### src/rtl/alu_pkg.sv
// Shared ALU definitions: op codes of the integer ALU and the multiply
// sequencer state encoding.
package alu_pkg;

    localparam logic [3:0] ALU_ADD  = 4'b0000;
    localparam logic [3:0] ALU_SUB  = 4'b0001;
    localparam logic [3:0] ALU_SLL  = 4'b0010;
    localparam logic [3:0] ALU_SLT  = 4'b0011;
    localparam logic [3:0] ALU_SLTU = 4'b0100;
    localparam logic [3:0] ALU_XOR  = 4'b0101;
    localparam logic [3:0] ALU_SRL  = 4'b0110;
    localparam logic [3:0] ALU_SRA  = 4'b0111;
    localparam logic [3:0] ALU_OR   = 4'b1000;
    localparam logic [3:0] ALU_AND  = 4'b1001;

    typedef enum logic [2:0] {
        MUL_IDLE,
        MUL_ADD,
        MUL_SHL,
        MUL_SHR,
        MUL_DONE
    } mul_state_e;

endpackage

### src/rtl/alu_mul_seq.sv
// Shift-and-add multiplier that borrows the shared ALU via alu_req/alu_gnt.
// Define MUL_SEQ_EARLY_EXIT_EN to finish as soon as the multiplier shifts to zero.
module alu_mul_seq
    import alu_pkg::*;
#(
    parameter int XLEN = 32
) (
    input  logic            clk,
    input  logic            rst,
    input  logic            in_valid,
    output logic            in_ready,
    input  logic [XLEN-1:0] in_a,
    input  logic [XLEN-1:0] in_b,
    output logic            out_valid,
    input  logic            out_ready,
    output logic [XLEN-1:0] out_result,
    output logic            alu_req,
    input  logic            alu_gnt,
    output logic [XLEN-1:0] alu_in1,
    output logic [XLEN-1:0] alu_in2,
    output logic [3:0]      alu_op,
    input  logic [XLEN-1:0] alu_result,
    input  logic            alu_zero
);

    localparam int CW = $clog2(XLEN);
    localparam logic [CW-1:0] CNT_LAST = CW'(XLEN - 1);

    mul_state_e      state_q, state_d;
    logic [XLEN-1:0] mcand_q, mcand_d;
    logic [XLEN-1:0] mplr_q, mplr_d;
    logic [XLEN-1:0] acc_q, acc_d;
    logic [CW-1:0]   cnt_q, cnt_d;

    logic            in_ready_q, in_ready_d;
    logic            out_valid_q, out_valid_d;
    logic [XLEN-1:0] out_result_q, out_result_d;
    logic            alu_req_q, alu_req_d;
    logic [XLEN-1:0] alu_in1_q, alu_in1_d;
    logic [XLEN-1:0] alu_in2_q, alu_in2_d;
    logic [3:0]      alu_op_q, alu_op_d;

    logic last_iter;

`ifdef MUL_SEQ_EARLY_EXIT_EN
    assign last_iter = (cnt_q == CNT_LAST) || alu_zero;
`else
    logic unused_alu_zero;
    assign unused_alu_zero = alu_zero;
    assign last_iter       = (cnt_q == CNT_LAST);
`endif

    // NOTE: every variable gets a default at the top of the block, so no
    // path through the case can leave it unassigned and infer a latch.
    always_comb begin
        state_d = state_q;
        mcand_d = mcand_q;
        mplr_d  = mplr_q;
        acc_d   = acc_q;
        cnt_d   = cnt_q;
        unique case (state_q)
            MUL_IDLE: begin
                if (in_valid) begin
                    mcand_d = in_a;
                    mplr_d  = in_b;
                    acc_d   = '0;
                    cnt_d   = '0;
                    state_d = MUL_ADD;
                end
            end
            MUL_ADD: begin
                if (alu_gnt) begin
                    acc_d   = alu_result;
                    state_d = MUL_SHL;
                end
            end
            MUL_SHL: begin
                if (alu_gnt) begin
                    mcand_d = alu_result;
                    state_d = MUL_SHR;
                end
            end
            MUL_SHR: begin
                if (alu_gnt) begin
                    mplr_d  = alu_result;
                    cnt_d   = cnt_q + 1'b1;
                    state_d = last_iter ? MUL_DONE : MUL_ADD;
                end
            end
            MUL_DONE: begin
                if (out_ready) state_d = MUL_IDLE;
            end
            default: state_d = MUL_IDLE;
        endcase
    end

    // Outputs are derived from the next-cycle register values and then
    // registered, so they change only on clock edges and hold during stalls.
    always_comb begin
        in_ready_d   = (state_d == MUL_IDLE);
        out_valid_d  = (state_d == MUL_DONE);
        out_result_d = (state_d == MUL_DONE) ? acc_d : '0;
        alu_req_d    = 1'b0;
        alu_op_d     = ALU_ADD;
        alu_in1_d    = '0;
        alu_in2_d    = '0;
        unique case (state_d)
            MUL_ADD: begin
                alu_req_d = 1'b1;
                alu_op_d  = ALU_ADD;
                alu_in1_d = acc_d;
                alu_in2_d = mplr_d[0] ? mcand_d : '0;
            end
            MUL_SHL: begin
                alu_req_d = 1'b1;
                alu_op_d  = ALU_SLL;
                alu_in1_d = mcand_d;
                alu_in2_d = XLEN'(1);
            end
            MUL_SHR: begin
                alu_req_d = 1'b1;
                alu_op_d  = ALU_SRL;
                alu_in1_d = mplr_d;
                alu_in2_d = XLEN'(1);
            end
            default: ;
        endcase
    end

    // NOTE: sequential state uses non-blocking assignments so every flop
    // samples its _d value from before the edge, independent of statement order.
    always_ff @(posedge clk or posedge rst) begin
        if (rst) begin
            state_q      <= MUL_IDLE;
            mcand_q      <= '0;
            mplr_q       <= '0;
            acc_q        <= '0;
            cnt_q        <= '0;
            in_ready_q   <= 1'b1;
            out_valid_q  <= 1'b0;
            out_result_q <= '0;
            alu_req_q    <= 1'b0;
            alu_op_q     <= ALU_ADD;
            alu_in1_q    <= '0;
            alu_in2_q    <= '0;
        end else begin
            state_q      <= state_d;
            mcand_q      <= mcand_d;
            mplr_q       <= mplr_d;
            acc_q        <= acc_d;
            cnt_q        <= cnt_d;
            in_ready_q   <= in_ready_d;
            out_valid_q  <= out_valid_d;
            out_result_q <= out_result_d;
            alu_req_q    <= alu_req_d;
            alu_op_q     <= alu_op_d;
            alu_in1_q    <= alu_in1_d;
            alu_in2_q    <= alu_in2_d;
        end
    end

    assign in_ready   = in_ready_q;
    assign out_valid  = out_valid_q;
    assign out_result = out_result_q;
    assign alu_req    = alu_req_q;
    assign alu_op     = alu_op_q;
    assign alu_in1    = alu_in1_q;
    assign alu_in2    = alu_in2_q;

endmodule

### config.mk
export PLATFORM = sky130hd
export DESIGN_NAME = alu_mul_seq
export DESIGN_NICKNAME = d
export VERILOG_FILES = /design/src/rtl/alu_pkg.sv /design/src/rtl/alu_mul_seq.sv
export SDC_FILE = /design/constraint.sdc
export NUM_CORES = 1
export LEC_CHECK = 0
export CORE_MARGIN = 2
export CORE_UTILIZATION = 53
export CTS_CLUSTER_SIZE = 12
export DETAILED_ROUTE_END_ITERATION = 10
export PLACE_DENSITY = 0.87
export SLEW_MARGIN = 20
export SYNTH_ARGS = -nofsm -noshare
export SYNTH_HDL_FRONTEND = slang
export SYNTH_SLANG_ARGS = --single-unit
### constraint.sdc
create_clock -name clk -period 19.7 [get_ports clk]
set_clock_uncertainty 0.2 [all_clocks]
set_input_delay 3.94 -clock clk [delete_from_list [all_inputs] [get_ports clk]]
set_output_delay 3.94 -clock clk [all_outputs]
set_load 0.03 [all_outputs]
Yosys cells after proc, flatten, opt, wreduce, memory -nomap -nowiden. Cells that the tools add are included.

Muxes and demuxes: 25. Equality and inequality tests: 11. Reductions and logical operators: 6. Add/sub/neg operators: 1.

Operator list (count): $mux 32 (8); $pmux 32 s2 (4); $pmux 32 s3 (1); $mux 3 (6); $pmux 3 s5 (1); $eq 3x2->1 const B (4); $mux 5 (2); $pmux 5 s2 (1); $eq 3x1->1 const B (2); $eq 3x3->1 const B (2); $logic_not 3->1 (2); $pmux 3 s2 (1); $add 5x1->5 const B (1); $eq 5x5->1 const B (1); $ne 2x2->1 const B (2); $reduce_and 3->1 (1); $reduce_or 3->1 (1); $reduce_bool 2->1 (1); $reduce_or 2->1 (1); $mux 1 (1).

Input port bits: 102. Register bits after elaboration: 207. Output and inout bits: 103. Logic and storage cells: 55.

Depth between registers and ports, before layout. Gate-level depths: netlist (run 1).

Depth after elaboration: 7. Mapped depth: 8. Gate-level depth less buffers: 7.

Least setup slack after synthesis (run 1). No wires, ideal clock.

Path kind: input port to flip-flop. Start: input port alu_gnt. End: register alu_in1_q[11], in the netlist alu_in1[11]. Library setup time: 0.126 ns. Required time: 19.374 ns. Data arrival time: 5.207 ns. Cell stages on the path: 7. Slack: 14.167 ns. Path buffers: 3. Cells stage by stage: buf_2 -> and4bb_2 -> buf_2 -> clkbuf_1 -> a22oi_1 -> inv_1 -> a221o_1.

Elaborated cells between the ends (all ways): 14. Classes of those cells: 3 x eq/ne; 11 x mux.

RTL lines: from (decl) (RTL line alu_mul_seq.sv:18) `input logic alu_gnt,`; $mux 32 (RTL line alu_mul_seq.sv:72) `if (alu_gnt) begin`; $pmux 32 s2 (RTL line alu_mul_seq.sv:61) `unique case (state_q)`; net acc_d[11] (RTL line alu_mul_seq.sv:32) `logic [XLEN-1:0] acc_q, acc_d;`; $pmux 32 s3 (RTL line alu_mul_seq.sv:107) `unique case (state_d)`; net alu_in1_d[11] (RTL line alu_mul_seq.sv:39) `logic [XLEN-1:0] alu_in1_q, alu_in1_d;`; to (signal assigned) (RTL line alu_mul_seq.sv:157) `alu_in1_q <= alu_in1_d;`; to (decl) (RTL line alu_mul_seq.sv:39).

The timed path passes the listed nets, and every way through them passes these cells. A chain may end at the register's enable or synchronous reset.

Final worst setup path (run 1).
Start: input port in_valid. End: register alu_in2_q[7], in the netlist alu_in2[7].

Word-level cells in the longest chain between the ends: 5. Elaborated cells between the ends (all ways): 12. Classes of those cells: 3 x eq/ne; 8 x mux; 1 x reduce/logical.

RTL lines: from (decl) (RTL line alu_mul_seq.sv:10) `input logic in_valid,`; $mux 3 (RTL line alu_mul_seq.sv:63) `if (in_valid) begin`; $pmux 3 s5 (RTL line alu_mul_seq.sv:61); $eq 3x2->1 (RTL line alu_mul_seq.sv:107); $reduce_or 2->1 (no line); $pmux 32 s2 * (RTL line alu_mul_seq.sv:107); net alu_in2_d[7] (RTL line alu_mul_seq.sv:40) `logic [XLEN-1:0] alu_in2_q, alu_in2_d;`; to (signal assigned) (RTL line alu_mul_seq.sv:158) `alu_in2_q <= alu_in2_d;`; to (decl) (RTL line alu_mul_seq.sv:40).

Mark *: on every way through the listed nets, which the timed path passes. The rest lies on a longest branch.

==> results of run 1 <==
==> sequential cells by signal, summed over array words and instances, names as in the netlist, 2 cells and up <==
signal	flops
acc_q	32
alu_in1	32
alu_in2	32
mcand_q	32
mplr_q	32
out_result	32
cnt_q	5
state_q	3
alu_op	2
==> metal layers <==
layer / GRT usage / share of wire / up-vias
met4: 0.108 / 0.034 / 0
li1: - / - / 2804
met5: 0 / 0 / -
met2: 0.469 / 0.49 / 330
met3: 0.0611 / 0.083 / 55
met1: 0.355 / 0.39 / 3152
==> cell type report <==
class / instances / share of cell area
inverter: 71 / 0.0252
timing repair buffer: 212 / 0.194
clock buffer: 34 / 0.0594
multi-input combinational: 378 / 0.225
sequential: 205 / 0.472
clock inverter: 3 / 0.00242
tap: 188 / 0.0216
==> worst reg2reg max path: stages, from the launching register on <==
cell	delay (ps)
dfrtp_1	600
nor4b_4	950
buf_4	560
a22oi_2	210
a221oi_4	450
buf_4	420
and2_1	200
==> through the flow <==
stage | area [um2] | std cells | worst slack (ps) | hold WS, ps | util
after floorplan | 8090 | 707 | 9970 | 245 | -
after global placement | 10200 | 1053 | 12420 | 258 | 0.677
after detailed placement | 10200 | 1053 | 12350 | 262 | 0.677
after CTS | 10800 | 1090 | 12870 | 279 | 0.721
after global routing | 10900 | 1091 | 12650 | 284 | 0.723
final | 10900 | 1091 | 12810 | 280 | 0.723
==> final timing paths <==
path / startpoint / to / slack, ps / cells after the start
setup / recovery: in_valid / alu_in2[7]$_DFF_PP0_ / 12810 / 7
hold / removal: mplr_q[29]$_DFF_PP0_ / mplr_q[29]$_DFF_PP0_ / 280 / 2
setup reg to reg: state_q[0]$_DFF_PP0_ / alu_in2[7]$_DFF_PP0_ / 16070 / 6
hold reg to reg: mplr_q[29]$_DFF_PP0_ / mplr_q[29]$_DFF_PP0_ / 280 / 2
max in group asynchronous: rst / state_q[2]$_DFF_PP0_ / 14020 / 3
min in group asynchronous: rst / alu_in2[24]$_DFF_PP0_ / 3870 / 2
==> cell usage after synthesis (all sizes together), types with 2 or more instances <==
cell type	n
a21o	2
a21oi	34
a221o	24
a22o	3
a22oi	87
and2	31
and3	2
buf	33
clkbuf	20
dfrtp	204
ha	2
inv	71
mux2i	8
nand2	43
nand2b	2
nand3	27
nor2	37
nor2b	3
nor3b	10
o21ai	35
o2bb2ai	8
or2	2
xor2	3
==> power groups by stage <==
stage          Combinational (mW)  Clock (mW)  Sequential (mW)
2_1_floorplan               0.351           0            0.696
3_3_place_gp                0.641           0            0.612
3_5_place_dp                0.660           0            0.619
4_1_cts                     0.667       0.385            0.613
5_1_grt                     0.722       0.403            0.624
6_report                    0.667       0.383            0.613
==> logic make-up after synthesis <==
group / Yosys count / share of synthesized area
AO/OA/AOI/OAI: 196 / 0.173
XOR/XNOR: 3 / 0.00325
adder cells (fa/ha/maj): 2 / 0.00309
buffers and inverters: 124 / 0.0684
flip-flops: 205 / 0.634
multiplexers: 8 / 0.00990
other: 1 / 0.000464
AND/OR/NAND/NOR: 167 / 0.107
==> flow_summary.ini, run 1 <==
[worst_setup_path]
worst-path-buf-inv = 3
required_ps = 19930
path_delay_family = buffers and inverters
cp-start-kind = input pin
crit_arrival_ps = 7120
critPathMaxStageDelay_ps = 830
crit_top_cell = buf_4
endpoint_kind = flip-flop
cp_slowest_cell = nor4b_4
path_cells = clkdlybuf4s50_1, nor4b_4, buf_4, a22oi_2, a221oi_4, buf_4, and2_1
critPathKind = input pin to flip-flop
crit_fanout = 38

[grt]
first_global_vias = 6667
grt_overflow = 0
antenna_found_initial = 0
grt.total_usage = 0.279
grt_pass1_wl_um = 35300
grt_max_degree = 143

[final_layout]
multi_input_area_um2 = 2440
layout_common_cells = dfrtp_1 (204), clkdlybuf4s50_1 (201), a22oi_1 (86), inv_1 (70), nand2_1 (43)
nNetsFinal = 994
seq_area_um2 = 5130
fillCellCount = 978
area_growth_pct = 34.4
final_common_cell = dfrtp_1
drive_gt1_frac = 0.0620
n_antenna_cell = 0

[route]
wl_um = 22700
drc = 0
ant_nets = 0
num_vias = 6341
drt_iter0_markers = 738
avgViaCountPerCell = 5.81
dr.pass1.iters = 5
wl_per_cell_um = 20.8

[timing]
setup_tns_ps = 0
min_period_ps = 6890
rsz0062_at_grt = no
relSlewSlack = 0.280
worst_pin_slew_ps = 1080
fmax_mhz = 145
setup_viol = 0
finalHoldViolations = 0
period_share = 0.350
maxSlewViolCount = 0

[floorplanning]
pin_count = 205
fp.dieW_um = 128
initial_utilization = 0.538
dieArea_um2 = 16300
die_height_um = 128
rows = 45
core_um2 = 15000

[placement]
gp_congestion = 0.822
portBuffers = 201
hpwl_um = 13700

[power]
switchingPower_mw = 0.630
power_mw = 1.66
p_clk_frac = 0.230
p_int_mw = 1.03
share_seq_of_total_power = 0.369
powerDensity_nw_per_um2 = 153
netSwitchingFraction = 0.379
ir_worst_vdd_mv = 0.0878
p_leak_nw = 5.15
p_comb_frac = 0.401

[yosys]
avgSynthCellArea_um2 = 11.5
synthesis.area_um2 = 8090
yosysWarnings = 0
ys_ff_latch = 205
netlist_top_cells_area = dfrtp_1 (63%), a22oi_1 (8.0%), inv_1 (3.3%), a221o_1 (3.0%), and2_1 (2.4%)
synth_top_area_cell = dfrtp_1
ys_seq_area_frac = 0.634
ys_types = 46
async_flop_share = 1.00
netlist_instances = 706
synth_edf_count = 0
synth_top_area_frac = 0.631
synth_ff_type = dfrtp_1

[clocking]
cts_made_buffers = 22
tritoncts = yes
clockBufferDepth = 3
clk_latency_ps = 500
cts_max_level = 1
cts_hold_buffers = 0
post_cts_resized = 0
cts.clk_slew.worst_paths_ps = 60
clock_sinks = 205
postCtsSetupBuffers = 0
cts-root-buf = clkbuf_16

[run_status]
outcome = complete, no violations

[worst_hold_path]
hp-class = flip-flop to flip-flop

[run]
maxCapViolations = 0
No activity file was read; power rests on OpenSTA's default activity.
==> run 2, diff against run 1 <==
Settings changed: CORE_UTILIZATION 53 to 49, PLACE_DENSITY 0.87 to 0.82.
Clock period 19.7 ns to 7 ns, I/O delays scaled along.
==> flow_summary.ini, run 2 (same netlist as run 1, synthesis figures left out) <==
[worst_setup_path]
crit_fanout = 37
r2r_start = state_q[0]$_DFF_PP0_
r2r_end = alu_in2[31]$_DFF_PP0_
startpoint = alu_gnt
reg2reg_depth = 5
timing.critical_path.to = alu_in2[31]$_DFF_PP0_
required_ps = 7220
endpoint_kind = flip-flop
critPathKind = input pin to flip-flop
cp-start-kind = input pin
crit_arrival_ps = 4190
rrSetupSlack_ps = 3880

[floorplanning]
die_height_um = 132
dieArea_um2 = 17600
pin_count = 205
core_um2 = 16000
initial_utilization = 0.506
fp.dieW_um = 132
rows = 46

[power]
ir_worst_vdd_mv = 0.235
p_comb_frac = 0.398
switchingPower_mw = 1.77
powerDensity_nw_per_um2 = 431
p_int_mw = 2.94
p_clk_frac = 0.235
netSwitchingFraction = 0.375
share_seq_of_total_power = 0.367
power_mw = 4.71
p_leak_nw = 5.16

[clocking]
post_cts_resized = 0
postCtsSetupBuffers = 0
clk_latency_ps = 490
clock_sinks = 205
tritoncts = yes
cts_hold_buffers = 0
cts_made_buffers = 22
cts.clk_slew.worst_paths_ps = 60
clockBufferDepth = 3
cts-root-buf = clkbuf_16
cts_max_level = 1

[final_layout]
layout_common_cells = dfrtp_1 (204), clkdlybuf4s50_1 (201), a22oi_1 (86), inv_1 (70), nand2_1 (43)
fin_util = 0.684
n_antenna_cell = 0
area_growth_pct = 35.2
final_cell_area_um2 = 10900
drive_gt1_frac = 0.0631
final_common_cell = dfrtp_1
nNetsFinal = 996

[timing]
min_period_ps = 3970
rsz0062_at_grt = no
fmax_mhz = 252
relSlewSlack = 0.254
worst_pin_slew_ps = 1120
setup_viol = 0
finalHoldViolations = 0
period_share = 0.567
setup_ws_ps = 3030
maxSlewViolCount = 0
setup_tns_ps = 0

[route]
num_vias = 6284
wl_per_cell_um = 20.6
ant_nets = 0
drt_iter0_markers = 528
dr.pass1.iters = 5
drc = 0
wl_um = 23000
avgViaCountPerCell = 5.61

[grt]
grt.total_usage = 0.261
antenna_found_initial = 0
first_global_vias = 6709
grt_overflow = 0
grt_max_degree = 206
grt_pass1_wl_um = 36000

[worst_hold_path]
hp-start = mplr_q[28]$_DFF_PP0_
hp-class = flip-flop to flip-flop

[run]
maxCapViolations = 0

[placement]
hpwl_um = 13800
dpl_worst_slack_ps = 2590
gp_congestion = 0.806
place_area_um2 = 10200
portBuffers = 201

[run_status]
outcome = complete, no violations
run 2: cell type report:
| class | instances | area, um2 |
|---|---|---|
| inverters | 71 | 270 |
| multi-input cells | 378 | 2440 |
| fillers | 1215 | 5060 |
| repair buffers | 214 | 2140 |
| flip-flops and latches | 205 | 5130 |
| well taps | 216 | 270 |
| clock inverters | 3 | 40.0 |
| clock buffers | 33 | 643 |
run 2: worst min path at each step:
stage	end	slack, ps	cells past startpoint
final	mplr_q[28]$_DFF_PP0_	270	2
after global routing	mplr_q[27]$_DFF_PP0_	290	2
after CTS	mplr_q[28]$_DFF_PP0_	280	2
after detailed placement	mplr_q[28]$_DFF_PP0_	260	2
after global placement	mplr_q[25]$_DFF_PP0_	260	2
after floorplan	mplr_q[22]$_DFF_PP0_	250	2
run 2: worst max-delay path: stages:
cell	delay (ps)
clkdlybuf4s50_1	680
and4b_2	950
a22oi_2	200
a221oi_4	300
buf_4	440
and2_1	200
run 2: power by group through the flow:
stage | sequential, mW | clock [mW] | combinational, mW
floorplan | 1.96 | 0 | 0.989
global placement | 1.73 | 0 | 1.81
detailed placement | 1.74 | 0 | 1.85
CTS | 1.73 | 1.12 | 1.87
global route | 1.77 | 1.17 | 2.02
finish | 1.73 | 1.11 | 1.88
run 2: metrics by stage:
stage | hold WS [ps] | cells
6_report | 273 | 1120
5_1_grt | 293 | 1120
4_1_cts | 276 | 1119
3_5_place_dp | 261 | 1083
3_3_place_gp | 258 | 1083
2_1_floorplan | 245 | 707
run 2: metal layers:
layer	wire length, um	track usage
met5	0	0
met4	446	0.0777
met3	1960	0.0632
met2	11600	0.450
met1	9040	0.328
